<file path="src/rtl/pipeline_pkg.sv">
// Shared pipeline types: datapath width, CSR/ALU encodings and the control bundle
// carried from decode through the execute and memory stage registers.
package pipeline_pkg;

    localparam int XLEN  = 32;
    localparam int ALU_W = 4;

    typedef enum logic [1:0] {
        CSR_NONE = 2'b00,
        CSR_RW   = 2'b01,
        CSR_RS   = 2'b10,
        CSR_RC   = 2'b11
    } csr_op_e;

    typedef enum logic [ALU_W-1:0] {
        ALU_ADD  = 4'd0,
        ALU_SUB  = 4'd1,
        ALU_AND  = 4'd2,
        ALU_OR   = 4'd3,
        ALU_XOR  = 4'd4,
        ALU_SLT  = 4'd5,
        ALU_SLTU = 4'd6,
        ALU_SLL  = 4'd7,
        ALU_SRL  = 4'd8,
        ALU_SRA  = 4'd9,
        ALU_PASS = 4'd10
    } alu_op_e;

    typedef struct packed {
        logic             reg_write;
        logic             mem_read;
        logic             mem_write;
        logic             alu_src;
        logic             branch;
        logic             jump;
        logic             csr_write;
        logic [1:0]       csr_op;
        logic [ALU_W-1:0] alu_control;
    } ctrl_t;

    // An invalid slot may carry junk decode; strip everything that could act on state.
    function automatic ctrl_t kill_ctrl(ctrl_t c);
        ctrl_t k;
        k             = c;
        k.reg_write   = 1'b0;
        k.mem_read    = 1'b0;
        k.mem_write   = 1'b0;
        k.branch      = 1'b0;
        k.jump        = 1'b0;
        k.csr_write   = 1'b0;
        k.csr_op      = CSR_NONE;
        k.alu_control = '0;
        return k;
    endfunction

endpackage

</file>
<file path="src/rtl/id_ex_pipeline_reg_if.sv">
// Decode/execute boundary bundle: D-side fields in, E-side registered copies and stalls out.
interface id_ex_pipeline_reg_if #(
    parameter int XLEN   = 32,
    parameter int BCNT_W = 16
);
    import pipeline_pkg::*;

    logic              FlushE;
    logic              ValidD;
    logic              RegWriteD, MemReadD, MemWriteD, ALUSrcD, BranchD, JumpD, CSRWriteD;
    logic [ALU_W-1:0]  ALUControlD;
    logic [1:0]        CSROpD;
    logic [11:0]       CSRAddrD;
    logic              UsesRs1D, UsesRs2D;
    logic [4:0]        Rs1_D, Rs2_D, RD_D;
    logic [XLEN-1:0]   RD1_D, RD2_D, Imm_Ext_D, PCD, PCPlus4D;

    logic              ValidE;
    logic              RegWriteE, MemReadE, MemWriteE, ALUSrcE, BranchE, JumpE, CSRWriteE;
    logic [ALU_W-1:0]  ALUControlE;
    logic [1:0]        CSROpE;
    logic [11:0]       CSRAddrE;
    logic              UsesRs1E, UsesRs2E;
    logic [4:0]        Rs1_E, Rs2_E, RD_E;
    logic [XLEN-1:0]   RD1_E, RD2_E, Imm_Ext_E, PCE, PCPlus4E;

    logic              StallF, StallD;
    logic [BCNT_W-1:0] BubbleCount;

    modport master (
        output FlushE, ValidD, RegWriteD, MemReadD, MemWriteD, ALUSrcD, BranchD, JumpD,
               CSRWriteD, ALUControlD, CSROpD, CSRAddrD, UsesRs1D, UsesRs2D,
               Rs1_D, Rs2_D, RD_D, RD1_D, RD2_D, Imm_Ext_D, PCD, PCPlus4D,
        input  ValidE, RegWriteE, MemReadE, MemWriteE, ALUSrcE, BranchE, JumpE,
               CSRWriteE, ALUControlE, CSROpE, CSRAddrE, UsesRs1E, UsesRs2E,
               Rs1_E, Rs2_E, RD_E, RD1_E, RD2_E, Imm_Ext_E, PCE, PCPlus4E,
               StallF, StallD, BubbleCount
    );

    modport slave (
        input  FlushE, ValidD, RegWriteD, MemReadD, MemWriteD, ALUSrcD, BranchD, JumpD,
               CSRWriteD, ALUControlD, CSROpD, CSRAddrD, UsesRs1D, UsesRs2D,
               Rs1_D, Rs2_D, RD_D, RD1_D, RD2_D, Imm_Ext_D, PCD, PCPlus4D,
        output ValidE, RegWriteE, MemReadE, MemWriteE, ALUSrcE, BranchE, JumpE,
               CSRWriteE, ALUControlE, CSROpE, CSRAddrE, UsesRs1E, UsesRs2E,
               Rs1_E, Rs2_E, RD_E, RD1_E, RD2_E, Imm_Ext_E, PCE, PCPlus4E,
               StallF, StallD, BubbleCount
    );

endinterface

</file>
<file path="src/rtl/id_ex_pipeline_reg_interlock.sv">
// Load-use and CSR read-after-write detection between the D and E slots.
module id_ex_interlock (
    input  logic        valid_d,
    input  logic        valid_e,
    input  logic        mem_read_e,
    input  logic        csr_write_e,
    input  logic [4:0]  rd_e,
    input  logic        uses_rs1,
    input  logic        uses_rs2,
    input  logic [4:0]  rs1_d,
    input  logic [4:0]  rs2_d,
    input  logic [1:0]  csr_op_d,
    input  logic [11:0] csr_addr_d,
    input  logic [11:0] csr_addr_e,
    input  logic        flush,
    output logic        lu,
    output logic        cs,
    output logic        ilk
);
    import pipeline_pkg::*;

    assign lu = valid_d && valid_e && mem_read_e && (rd_e != 5'd0) &&
                ((uses_rs1 && (rs1_d == rd_e)) || (uses_rs2 && (rs2_d == rd_e)));

    assign cs = valid_d && valid_e && csr_write_e &&
                (csr_op_d != CSR_NONE) && (csr_addr_d == csr_addr_e);

    // A flush discards the D instruction, so stalling it would only waste a cycle.
    assign ilk = (lu || cs) && !flush;

endmodule

</file>
<file path="src/rtl/id_ex_pipeline_reg.sv">
// ID/EX pipeline register with interlock bubble insertion and a saturating bubble counter.
module id_ex_pipeline_reg #(
    parameter int XLEN   = 32,
    parameter int BCNT_W = 16
) (
    input logic                 clk,
    input logic                 rst,
    id_ex_pipeline_reg_if.slave bus
);
    import pipeline_pkg::*;

    ctrl_t             ctrl_d, ctrl_e;
    logic              valid_e;
    logic              uses_rs1_e, uses_rs2_e;
    logic [11:0]       csr_addr_e;
    logic [4:0]        rs1_e, rs2_e, rd_e;
    logic [XLEN-1:0]   rd1_e, rd2_e, imm_e, pc_e, pc4_e;
    logic [BCNT_W-1:0] bubble_count;
    logic              lu, cs, ilk;

    assign ctrl_d = '{reg_write: bus.RegWriteD, mem_read: bus.MemReadD, mem_write: bus.MemWriteD,
                      alu_src: bus.ALUSrcD, branch: bus.BranchD, jump: bus.JumpD,
                      csr_write: bus.CSRWriteD, csr_op: bus.CSROpD, alu_control: bus.ALUControlD};

    id_ex_interlock u_interlock (
        .valid_d     (bus.ValidD),
        .valid_e     (valid_e),
        .mem_read_e  (ctrl_e.mem_read),
        .csr_write_e (ctrl_e.csr_write),
        .rd_e        (rd_e),
        .uses_rs1    (bus.UsesRs1D),
        .uses_rs2    (bus.UsesRs2D),
        .rs1_d       (bus.Rs1_D),
        .rs2_d       (bus.Rs2_D),
        .csr_op_d    (bus.CSROpD),
        .csr_addr_d  (bus.CSRAddrD),
        .csr_addr_e  (csr_addr_e),
        .flush       (bus.FlushE),
        .lu          (lu),
        .cs          (cs),
        .ilk         (ilk)
    );

    // Flush and interlock both insert a fully zeroed bubble, so RD_E=0 can never forward.
    always_ff @(posedge clk) begin
        if (rst || bus.FlushE || ilk) begin
            valid_e    <= 1'b0;
            ctrl_e     <= '0;
            uses_rs1_e <= 1'b0;
            uses_rs2_e <= 1'b0;
            csr_addr_e <= '0;
            rs1_e      <= '0;
            rs2_e      <= '0;
            rd_e       <= '0;
            rd1_e      <= '0;
            rd2_e      <= '0;
            imm_e      <= '0;
            pc_e       <= '0;
            pc4_e      <= '0;
        end else begin
            valid_e    <= bus.ValidD;
            ctrl_e     <= bus.ValidD ? ctrl_d : kill_ctrl(ctrl_d);
            uses_rs1_e <= bus.UsesRs1D;
            uses_rs2_e <= bus.UsesRs2D;
            csr_addr_e <= bus.CSRAddrD;
            rs1_e      <= bus.Rs1_D;
            rs2_e      <= bus.Rs2_D;
            rd_e       <= bus.RD_D;
            rd1_e      <= bus.RD1_D;
            rd2_e      <= bus.RD2_D;
            imm_e      <= bus.Imm_Ext_D;
            pc_e       <= bus.PCD;
            pc4_e      <= bus.PCPlus4D;
        end
    end

    always_ff @(posedge clk) begin
        if (rst)
            bubble_count <= '0;
        else if (ilk && (bubble_count != {BCNT_W{1'b1}}))
            bubble_count <= bubble_count + BCNT_W'(1);
    end

    assign bus.ValidE      = valid_e;
    assign bus.RegWriteE   = ctrl_e.reg_write;
    assign bus.MemReadE    = ctrl_e.mem_read;
    assign bus.MemWriteE   = ctrl_e.mem_write;
    assign bus.ALUSrcE     = ctrl_e.alu_src;
    assign bus.BranchE     = ctrl_e.branch;
    assign bus.JumpE       = ctrl_e.jump;
    assign bus.CSRWriteE   = ctrl_e.csr_write;
    assign bus.CSROpE      = ctrl_e.csr_op;
    assign bus.ALUControlE = ctrl_e.alu_control;
    assign bus.CSRAddrE    = csr_addr_e;
    assign bus.UsesRs1E    = uses_rs1_e;
    assign bus.UsesRs2E    = uses_rs2_e;
    assign bus.Rs1_E       = rs1_e;
    assign bus.Rs2_E       = rs2_e;
    assign bus.RD_E        = rd_e;
    assign bus.RD1_E       = rd1_e;
    assign bus.RD2_E       = rd2_e;
    assign bus.Imm_Ext_E   = imm_e;
    assign bus.PCE         = pc_e;
    assign bus.PCPlus4E    = pc4_e;
    assign bus.StallF      = ilk;
    assign bus.StallD      = ilk;
    assign bus.BubbleCount = bubble_count;

endmodule

</file>
<file path="src/flat_wrapper.sv">
// flat-port wrapper written by rule: the top's interface ports become plain ports
module id_ex_pipeline_reg_flat import pipeline_pkg::*;
#(
    parameter int XLEN   = 32,
    parameter int BCNT_W = 16
)
  (clk, rst, bus_FlushE, bus_ValidD, bus_RegWriteD, bus_MemReadD, bus_MemWriteD, bus_ALUSrcD, bus_BranchD, bus_JumpD, bus_CSRWriteD, bus_ALUControlD, bus_CSROpD, bus_CSRAddrD, bus_UsesRs1D, bus_UsesRs2D, bus_Rs1_D, bus_Rs2_D, bus_RD_D, bus_RD1_D, bus_RD2_D, bus_Imm_Ext_D, bus_PCD, bus_PCPlus4D, bus_ValidE, bus_RegWriteE, bus_MemReadE, bus_MemWriteE, bus_ALUSrcE, bus_BranchE, bus_JumpE, bus_CSRWriteE, bus_ALUControlE, bus_CSROpE, bus_CSRAddrE, bus_UsesRs1E, bus_UsesRs2E, bus_Rs1_E, bus_Rs2_E, bus_RD_E, bus_RD1_E, bus_RD2_E, bus_Imm_Ext_E, bus_PCE, bus_PCPlus4E, bus_StallF, bus_StallD, bus_BubbleCount);
  id_ex_pipeline_reg_if #(.XLEN(XLEN), .BCNT_W(BCNT_W)) bus_i ();
  input logic clk;
  input logic rst;
  input wire logic [$bits(bus_i.FlushE)-1:0] bus_FlushE;
  input wire logic [$bits(bus_i.ValidD)-1:0] bus_ValidD;
  input wire logic [$bits(bus_i.RegWriteD)-1:0] bus_RegWriteD;
  input wire logic [$bits(bus_i.MemReadD)-1:0] bus_MemReadD;
  input wire logic [$bits(bus_i.MemWriteD)-1:0] bus_MemWriteD;
  input wire logic [$bits(bus_i.ALUSrcD)-1:0] bus_ALUSrcD;
  input wire logic [$bits(bus_i.BranchD)-1:0] bus_BranchD;
  input wire logic [$bits(bus_i.JumpD)-1:0] bus_JumpD;
  input wire logic [$bits(bus_i.CSRWriteD)-1:0] bus_CSRWriteD;
  input wire logic [$bits(bus_i.ALUControlD)-1:0] bus_ALUControlD;
  input wire logic [$bits(bus_i.CSROpD)-1:0] bus_CSROpD;
  input wire logic [$bits(bus_i.CSRAddrD)-1:0] bus_CSRAddrD;
  input wire logic [$bits(bus_i.UsesRs1D)-1:0] bus_UsesRs1D;
  input wire logic [$bits(bus_i.UsesRs2D)-1:0] bus_UsesRs2D;
  input wire logic [$bits(bus_i.Rs1_D)-1:0] bus_Rs1_D;
  input wire logic [$bits(bus_i.Rs2_D)-1:0] bus_Rs2_D;
  input wire logic [$bits(bus_i.RD_D)-1:0] bus_RD_D;
  input wire logic [$bits(bus_i.RD1_D)-1:0] bus_RD1_D;
  input wire logic [$bits(bus_i.RD2_D)-1:0] bus_RD2_D;
  input wire logic [$bits(bus_i.Imm_Ext_D)-1:0] bus_Imm_Ext_D;
  input wire logic [$bits(bus_i.PCD)-1:0] bus_PCD;
  input wire logic [$bits(bus_i.PCPlus4D)-1:0] bus_PCPlus4D;
  output wire logic [$bits(bus_i.ValidE)-1:0] bus_ValidE;
  output wire logic [$bits(bus_i.RegWriteE)-1:0] bus_RegWriteE;
  output wire logic [$bits(bus_i.MemReadE)-1:0] bus_MemReadE;
  output wire logic [$bits(bus_i.MemWriteE)-1:0] bus_MemWriteE;
  output wire logic [$bits(bus_i.ALUSrcE)-1:0] bus_ALUSrcE;
  output wire logic [$bits(bus_i.BranchE)-1:0] bus_BranchE;
  output wire logic [$bits(bus_i.JumpE)-1:0] bus_JumpE;
  output wire logic [$bits(bus_i.CSRWriteE)-1:0] bus_CSRWriteE;
  output wire logic [$bits(bus_i.ALUControlE)-1:0] bus_ALUControlE;
  output wire logic [$bits(bus_i.CSROpE)-1:0] bus_CSROpE;
  output wire logic [$bits(bus_i.CSRAddrE)-1:0] bus_CSRAddrE;
  output wire logic [$bits(bus_i.UsesRs1E)-1:0] bus_UsesRs1E;
  output wire logic [$bits(bus_i.UsesRs2E)-1:0] bus_UsesRs2E;
  output wire logic [$bits(bus_i.Rs1_E)-1:0] bus_Rs1_E;
  output wire logic [$bits(bus_i.Rs2_E)-1:0] bus_Rs2_E;
  output wire logic [$bits(bus_i.RD_E)-1:0] bus_RD_E;
  output wire logic [$bits(bus_i.RD1_E)-1:0] bus_RD1_E;
  output wire logic [$bits(bus_i.RD2_E)-1:0] bus_RD2_E;
  output wire logic [$bits(bus_i.Imm_Ext_E)-1:0] bus_Imm_Ext_E;
  output wire logic [$bits(bus_i.PCE)-1:0] bus_PCE;
  output wire logic [$bits(bus_i.PCPlus4E)-1:0] bus_PCPlus4E;
  output wire logic [$bits(bus_i.StallF)-1:0] bus_StallF;
  output wire logic [$bits(bus_i.StallD)-1:0] bus_StallD;
  output wire logic [$bits(bus_i.BubbleCount)-1:0] bus_BubbleCount;
  assign bus_i.FlushE = bus_FlushE;
  assign bus_i.ValidD = bus_ValidD;
  assign bus_i.RegWriteD = bus_RegWriteD;
  assign bus_i.MemReadD = bus_MemReadD;
  assign bus_i.MemWriteD = bus_MemWriteD;
  assign bus_i.ALUSrcD = bus_ALUSrcD;
  assign bus_i.BranchD = bus_BranchD;
  assign bus_i.JumpD = bus_JumpD;
  assign bus_i.CSRWriteD = bus_CSRWriteD;
  assign bus_i.ALUControlD = bus_ALUControlD;
  assign bus_i.CSROpD = bus_CSROpD;
  assign bus_i.CSRAddrD = bus_CSRAddrD;
  assign bus_i.UsesRs1D = bus_UsesRs1D;
  assign bus_i.UsesRs2D = bus_UsesRs2D;
  assign bus_i.Rs1_D = bus_Rs1_D;
  assign bus_i.Rs2_D = bus_Rs2_D;
  assign bus_i.RD_D = bus_RD_D;
  assign bus_i.RD1_D = bus_RD1_D;
  assign bus_i.RD2_D = bus_RD2_D;
  assign bus_i.Imm_Ext_D = bus_Imm_Ext_D;
  assign bus_i.PCD = bus_PCD;
  assign bus_i.PCPlus4D = bus_PCPlus4D;
  assign bus_ValidE = bus_i.ValidE;
  assign bus_RegWriteE = bus_i.RegWriteE;
  assign bus_MemReadE = bus_i.MemReadE;
  assign bus_MemWriteE = bus_i.MemWriteE;
  assign bus_ALUSrcE = bus_i.ALUSrcE;
  assign bus_BranchE = bus_i.BranchE;
  assign bus_JumpE = bus_i.JumpE;
  assign bus_CSRWriteE = bus_i.CSRWriteE;
  assign bus_ALUControlE = bus_i.ALUControlE;
  assign bus_CSROpE = bus_i.CSROpE;
  assign bus_CSRAddrE = bus_i.CSRAddrE;
  assign bus_UsesRs1E = bus_i.UsesRs1E;
  assign bus_UsesRs2E = bus_i.UsesRs2E;
  assign bus_Rs1_E = bus_i.Rs1_E;
  assign bus_Rs2_E = bus_i.Rs2_E;
  assign bus_RD_E = bus_i.RD_E;
  assign bus_RD1_E = bus_i.RD1_E;
  assign bus_RD2_E = bus_i.RD2_E;
  assign bus_Imm_Ext_E = bus_i.Imm_Ext_E;
  assign bus_PCE = bus_i.PCE;
  assign bus_PCPlus4E = bus_i.PCPlus4E;
  assign bus_StallF = bus_i.StallF;
  assign bus_StallD = bus_i.StallD;
  assign bus_BubbleCount = bus_i.BubbleCount;
  id_ex_pipeline_reg #(.XLEN(XLEN), .BCNT_W(BCNT_W)) u_core (.clk(clk), .rst(rst), .bus(bus_i));
endmodule
</file>
<file path="config.mk">
export PLATFORM = sky130hd
export DESIGN_NAME = id_ex_pipeline_reg_flat
export DESIGN_NICKNAME = d
export VERILOG_FILES = /design/src/rtl/pipeline_pkg.sv /design/src/rtl/id_ex_pipeline_reg_if.sv /design/src/rtl/id_ex_pipeline_reg_interlock.sv /design/src/rtl/id_ex_pipeline_reg.sv /design/src/flat_wrapper.sv
export SDC_FILE = /design/constraint.sdc
export NUM_CORES = 1
export LEC_CHECK = 0
export CAP_MARGIN = 20
export CORE_AREA = 2 2 165 167
export CTS_CLUSTER_SIZE = 8
export DETAILED_ROUTE_END_ITERATION = 10
export DIE_AREA = 0 0 167 169
export SYNTH_ARGS = -nofsm -noshare
export SYNTH_HDL_FRONTEND = slang
export SYNTH_HIERARCHICAL = 1
export SYNTH_SLANG_ARGS = --single-unit
</file>
<file path="constraint.sdc">
create_clock -name clk -period 2.9 [get_ports clk]
set_input_delay 0.58 -clock clk [delete_from_list [all_inputs] [get_ports clk]]
set_output_delay 0.58 -clock clk [all_outputs]
set_load 0.02 [all_outputs]
</file>
# After elaboration in Yosys (flattened, before gate mapping)

Cells that the tools add are included.

Register bits after elaboration: 219
Bits in latches: 0
Bits in writable memories: 0
Bits in read-only memories: 0
Input port bits: 206
Output and inout port bits: 221
Logic and storage cells: 47
Memories kept: 0

$add $sub $neg: 1
Multipliers: 0
Div/mod/pow operators: 0
Order comparisons: 0
Equality and inequality tests: 4
Shift-type cells: 0
Muxes and demuxes: 0
Bitwise operators: 1
Reductions and logical operators: 19

Operators with widths:

| cell                    | count |
|---|---|
| $add A16 B1 Y16 const B | 1 |
| $ne A16 B16 Y1 const B  | 1 |
| $eq A12 B12 Y1          | 1 |
| $logic_and A1 B1 Y1     | 11 |
| $eq A5 B5 Y1            | 2 |
| $reduce_bool A5 Y1      | 1 |
| $logic_or A1 B1 Y1      | 4 |
| $reduce_bool A2 Y1      | 1 |
| $reduce_or A2 Y1        | 1 |
| $logic_not A1 Y1        | 1 |
| $not A1 Y1              | 1 |

# Longest topological paths before layout

Gate-level depths: netlist of the first run.

Word-level depth: 8
Depth in mapped cells: 10
Depth with buffers taken out: 9

# Modules after synthesis

The synthesis of the first run kept the hierarchy.

Modules (own cells, without submodules):

| module             | times used | cells an instance | area an instance (sq um) |
|---|---|---|---|
| id_ex_pipeline_reg | 1          | 532               | 6302.3 |
| id_ex_interlock    | 1          | 35                | 294.0 |

# Least setup slack after synthesis of the first run

Ideal clock, no wire load.

Path kind: input to register
Start point: input bus_Rs2_D[4]
End point: register u_core.bubble_count[14] (netlist: u_core/bus.BubbleCount[14])
Library setup time: 0.071 ns
Data arrival time: 2.545 ns
Path slack: 0.284 ns
Stages: 10
Path through: xor2_1 nor4_1 nand3_1 a21oi_2 o21ba_1 and2_1 buf_2 nand2_2 or4_1 a21oi_1

Word-level cells in the longest chain between the ends: 7

RTL lines:

| what                   | RTL line                           | text |
|---|---|---|
| start: declaration     | flat_wrapper.sv:26                 | `input wire logic [$bits(bus_i.Rs2_D)-1:0] bus_Rs2_D;` |
| $eq A5 B5 Y1           | id_ex_pipeline_reg_interlock.sv:23 | `((uses_rs1 && (rs1_d == rd_e)) \|\| (uses_rs2 && (rs2_d == rd_e)));` |
| $logic_and A1 B1 Y1    | id_ex_pipeline_reg_interlock.sv:23 |  |
| $logic_or A1 B1 Y1     | id_ex_pipeline_reg_interlock.sv:23 |  |
| $logic_and A1 B1 Y1    | id_ex_pipeline_reg_interlock.sv:22 | `assign lu = valid_d && valid_e && mem_read_e && (rd_e != 5'd0) &&` |
| net u_core.lu          | id_ex_pipeline_reg.sv:19           | `logic lu, cs, ilk;` |
| $logic_or A1 B1 Y1     | id_ex_pipeline_reg_interlock.sv:29 | `assign ilk = (lu \|\| cs) && !flush;` |
| $logic_and A1 B1 Y1    | id_ex_pipeline_reg_interlock.sv:29 |  |
| net bus_StallD         | flat_wrapper.sv:55                 | `output wire logic [$bits(bus_i.StallD)-1:0] bus_StallD;` |
| $logic_and A1 B1 Y1    | id_ex_pipeline_reg.sv:80           | `else if (ilk && (bubble_count != {BCNT_W{1'b1}}))` |
| end signal: assignment | id_ex_pipeline_reg.sv:81           | `bubble_count <= bubble_count + BCNT_W'(1);` |
| end: declaration       | id_ex_pipeline_reg.sv:18           | `logic [BCNT_W-1:0] bubble_count;` |

The timed path passes the listed nets, and every way through them passes these cells.
A chain may end at the register's enable or synchronous reset.

# Worst setup path after layout of the first run

Start point: input bus_Rs1_D[4]
End point: output bus_StallF

Word-level cells in the longest chain between the ends: 6

RTL lines:

| what                | RTL line                           | text |
|---|---|---|
| start: declaration  | flat_wrapper.sv:25                 | `input wire logic [$bits(bus_i.Rs1_D)-1:0] bus_Rs1_D;` |
| $eq A5 B5 Y1        | id_ex_pipeline_reg_interlock.sv:23 |  |
| $logic_and A1 B1 Y1 | id_ex_pipeline_reg_interlock.sv:23 |  |
| $logic_or A1 B1 Y1  | id_ex_pipeline_reg_interlock.sv:23 |  |
| $logic_and A1 B1 Y1 | id_ex_pipeline_reg_interlock.sv:22 |  |
| net u_core.lu       | id_ex_pipeline_reg.sv:19           |  |
| $logic_or A1 B1 Y1  | id_ex_pipeline_reg_interlock.sv:29 |  |
| $logic_and A1 B1 Y1 | id_ex_pipeline_reg_interlock.sv:29 |  |
| end: declaration    | flat_wrapper.sv:54                 | `output wire logic [$bits(bus_i.StallF)-1:0] bus_StallF;` |

The timed path passes the listed nets, and every way through them passes these cells.

==> impl_metrics.toml, run 1 <==
[worst_setup_path]
start_kind = "input port"
worst-setup-path-type = "in -> out"
critical_path_peak_fanout = 3
r2r_slack_ps = 220
crit_path_end_kind = "output port"
cp.arrival_ps = 2220
critPathRequiredTime_ps = 2320

[floorplan]
rows = 60
core_area_um2 = 26500
die_width_um = 167
initial_utilization = 0.249
die_h_um = 169
pin_count = 427
die_area_um2 = 28200

[routing]
avgViaCountPerCell = 4.08
ant_nets = 0
route.detailed.drc = 0
num_vias = 5527
wl_um = 22000
avgRoutedWirePerCell_um = 16.2
first_pass_iters = 4
drtIter0Drc = 197

[global_route]
met3_usage = 0.0673
grt_use_total = 0.148
antenna_found_initial = 0
grt_use_met2 = 0.259
grt_pass1_wl_um = 32600
grt_pass1_vias = 5593
grt_max_degree = 121
grtUsageMet1 = 0.158
overflow = 0
grt.busiest_layer = "met2"

[yosys]
synth_most_common_cell = "dfxtp_1"
yosys-top-cells-count = "dfxtp_1 (219), and2_1 (192), and3_1 (16), buf_2 (16), xnor2_1 (14)"
async_reset_ff_frac = 0
avgSynthCellArea_um2 = 11.6
syn-cell-area_um2 = 6600
synth_nets = 774
ys_seq_area_frac = 0.665
synth_edf_count = 0
yosysWarnings = 6
yosysTopAreaCell = "dfxtp_1"
yosys_register_bits = 219
synth_flop_cell = "dfxtp_1"
syn_inst = 567
ys_types = 42
netlist.area_leader.share = 0.665
ys_top_cells_by_area = "dfxtp_1 (66%), and2_1 (18%), xnor2_1 (1.9%)"

[clock_tree]
cts.sinks = 219
cts_tree = "yes"
htree_levels = 1
cts_buffer_depth = 3
clk_latency_ps = 550
clk_pin_slew_ps = 50
post_cts_buffers = 0
cts_hold_buf = 0
numCtsBuffers = 31
cts_root_buffer = "clkbuf_16"

[timing]
finalMaxSlewViolations = 0
max_freq_ghz = 0.358
hold_viol = 0
period_share = 0.964
fin_worst_skew_ps = 11.9
hold_slack_ps = 315
setup_viol = 0
fin_crit_ps = 2800
slew_headroom = 0.704
worst_pin_slew_ps = 444
grt_setup_unrepaired = "no"

[placed_design]
gp_congestion = 0.826
portBuffers = 426
dp_hpwl_um = 16800

[final_layout]
synthToLayoutAreaGrowth_pct = 83.9
fin_util = 0.458
final_nets = 1218
drive_above_1_share = 0.0642

[hold_path]
min_path_type = "in -> reg"

[status]
run_status = "completed"

[pwr]
power_density_nw_per_um2 = 586
leakage_nw = 4.71
ir_worst_vdd_mv = 0.589

[job]
cap_viol_max_count = 0
cell usage in the layout, fill, tap and decap left out, drive strengths merged, types with 2 or more instances in the layout:
master and n:
clkdlybuf4s50 422, dfxtp 219, and2 192, clkbuf 32
buf 17, and3 16, xnor2 14, a21oi 11
nor3 11, nand3 10, nor2 8, xor2 8
nand4 7, o31ai 4, or4 4, nand2 4
nor4 4, a31oi 3, inv 3, o21ai 3
dlymetal6s2s 2, and4 2, a311oi 2, or3 2
clkinv 2, o2111ai 2
logic make-up after synthesis:
group	Yosys count	synth area share
AND/OR/NAND/NOR	263	0.247
flip-flops	219	0.665
buffers and inverters	33	0.0243
AO/OA/AOI/OAI	28	0.0309
XOR/XNOR	22	0.0292
multiplexers	1	0.00171
adder cells (fa/ha/maj)	1	0.00190
power breakdown:
part | internal, mW | switching [mW] | total (mW) | leakage [nW]
clock network | 1.89 | 1.25 | 3.14 | 0.403
registers | 3.13 | 0.0365 | 3.16 | 1.80
logic | 0.495 | 0.310 | 0.805 | 2.51
state kept, by name, indices dropped and copies added (netlist names), 2 cells and up:
name,count
u_core/bus.PCE,32
u_core/bus.Imm_Ext_E,32
u_core/bus.PCPlus4E,32
u_core/bus.RD1_E,32
u_core/bus.BubbleCount,16
u_core/bus.ALUControlE,4
u_core/bus.Rs1_E,5
u_core/bus.CSRAddrE,12
u_core/bus.Rs2_E,5
u_core/bus.CSROpE,2
u_core/bus.RD2_E,32
u_core/bus.RD_E,5
worst max-delay path, stage by stage:
cell	delay, ps
clkdlybuf4s50_1	430
xor2_1	160
nor4_2	310
buf_4	170
nand3_2	70
a21oi_2	190
o21ba_4	180
buf_6	120
what timing repair did:
item	in CTS	in global routing
pin swaps	1	2
hold endpoints to repair	0	0
gates resized for setup	10	10
setup endpoints to repair	2	2
worst paths after layout:
check	from	to	cells after the start
setup / recovery	bus_Rs1_D[4]	bus_StallF	8
hold / removal	bus_Rs1_D[3]	u_core/bus.Rs1_E[3]$_SDFF_PP0_	2
hold reg to reg	u_core/bus.BubbleCount[11]$_SDFFE_PP0P_	u_core/bus.BubbleCount[11]$_SDFFE_PP0P_	2
setup reg to reg	u_core/bus.RD_E[3]$_SDFF_PP0_	u_core/bus.RD2_E[28]$_SDFF_PP0_	9
through the flow:
step / setup TNS, ps / worst slack [ps] / instance area [µm²] / total power, mW / cells
floorplan: 0 / 284 / 6600 / 3.49 / 567
global placement: -33550 / -540 / 11300 / 4.03 / 1319
finish: 0 / 105 / 12100 / 7.11 / 1354
CTS: -19.5 / -10.6 / 12100 / 7.23 / 1353
global route: 0 / 8.73 / 12100 / 7.40 / 1353
detailed placement: -40940 / -568 / 11300 / 4.03 / 1319
final cells by class:
cell class	count	area (µm²)
inverters	3	16.3
diodes	1	2.50
repair buffers	441	4410
well taps	341	427
clock inverters	2	25.0
fillers	2495	14400
multi-input cells	315	2070
clock buffers	32	790
flip-flops and latches	219	4390
layer usage:
layer	share of wire	routed length (µm)
met1	0.37	8170
met2	0.49	10700
met3	0.12	2620
met4	0.024	529
met5	0	0
No activity file was read; power rests on OpenSTA's default activity.
==> run 2, diff against run 1 <==
--- a/config.mk
+++ b/config.mk
@@ -5,6 +5,7 @@
 export SDC_FILE = /design/constraint.sdc
 export NUM_CORES = 1
 export LEC_CHECK = 0
+export ABC_AREA = 0
 export CAP_MARGIN = 20
 export CORE_AREA = 2 2 165 167
 export CTS_CLUSTER_SIZE = 8
==> results of run 2 <==
Same layout as run 1: the final DEF is identical, and so are final timing and power.
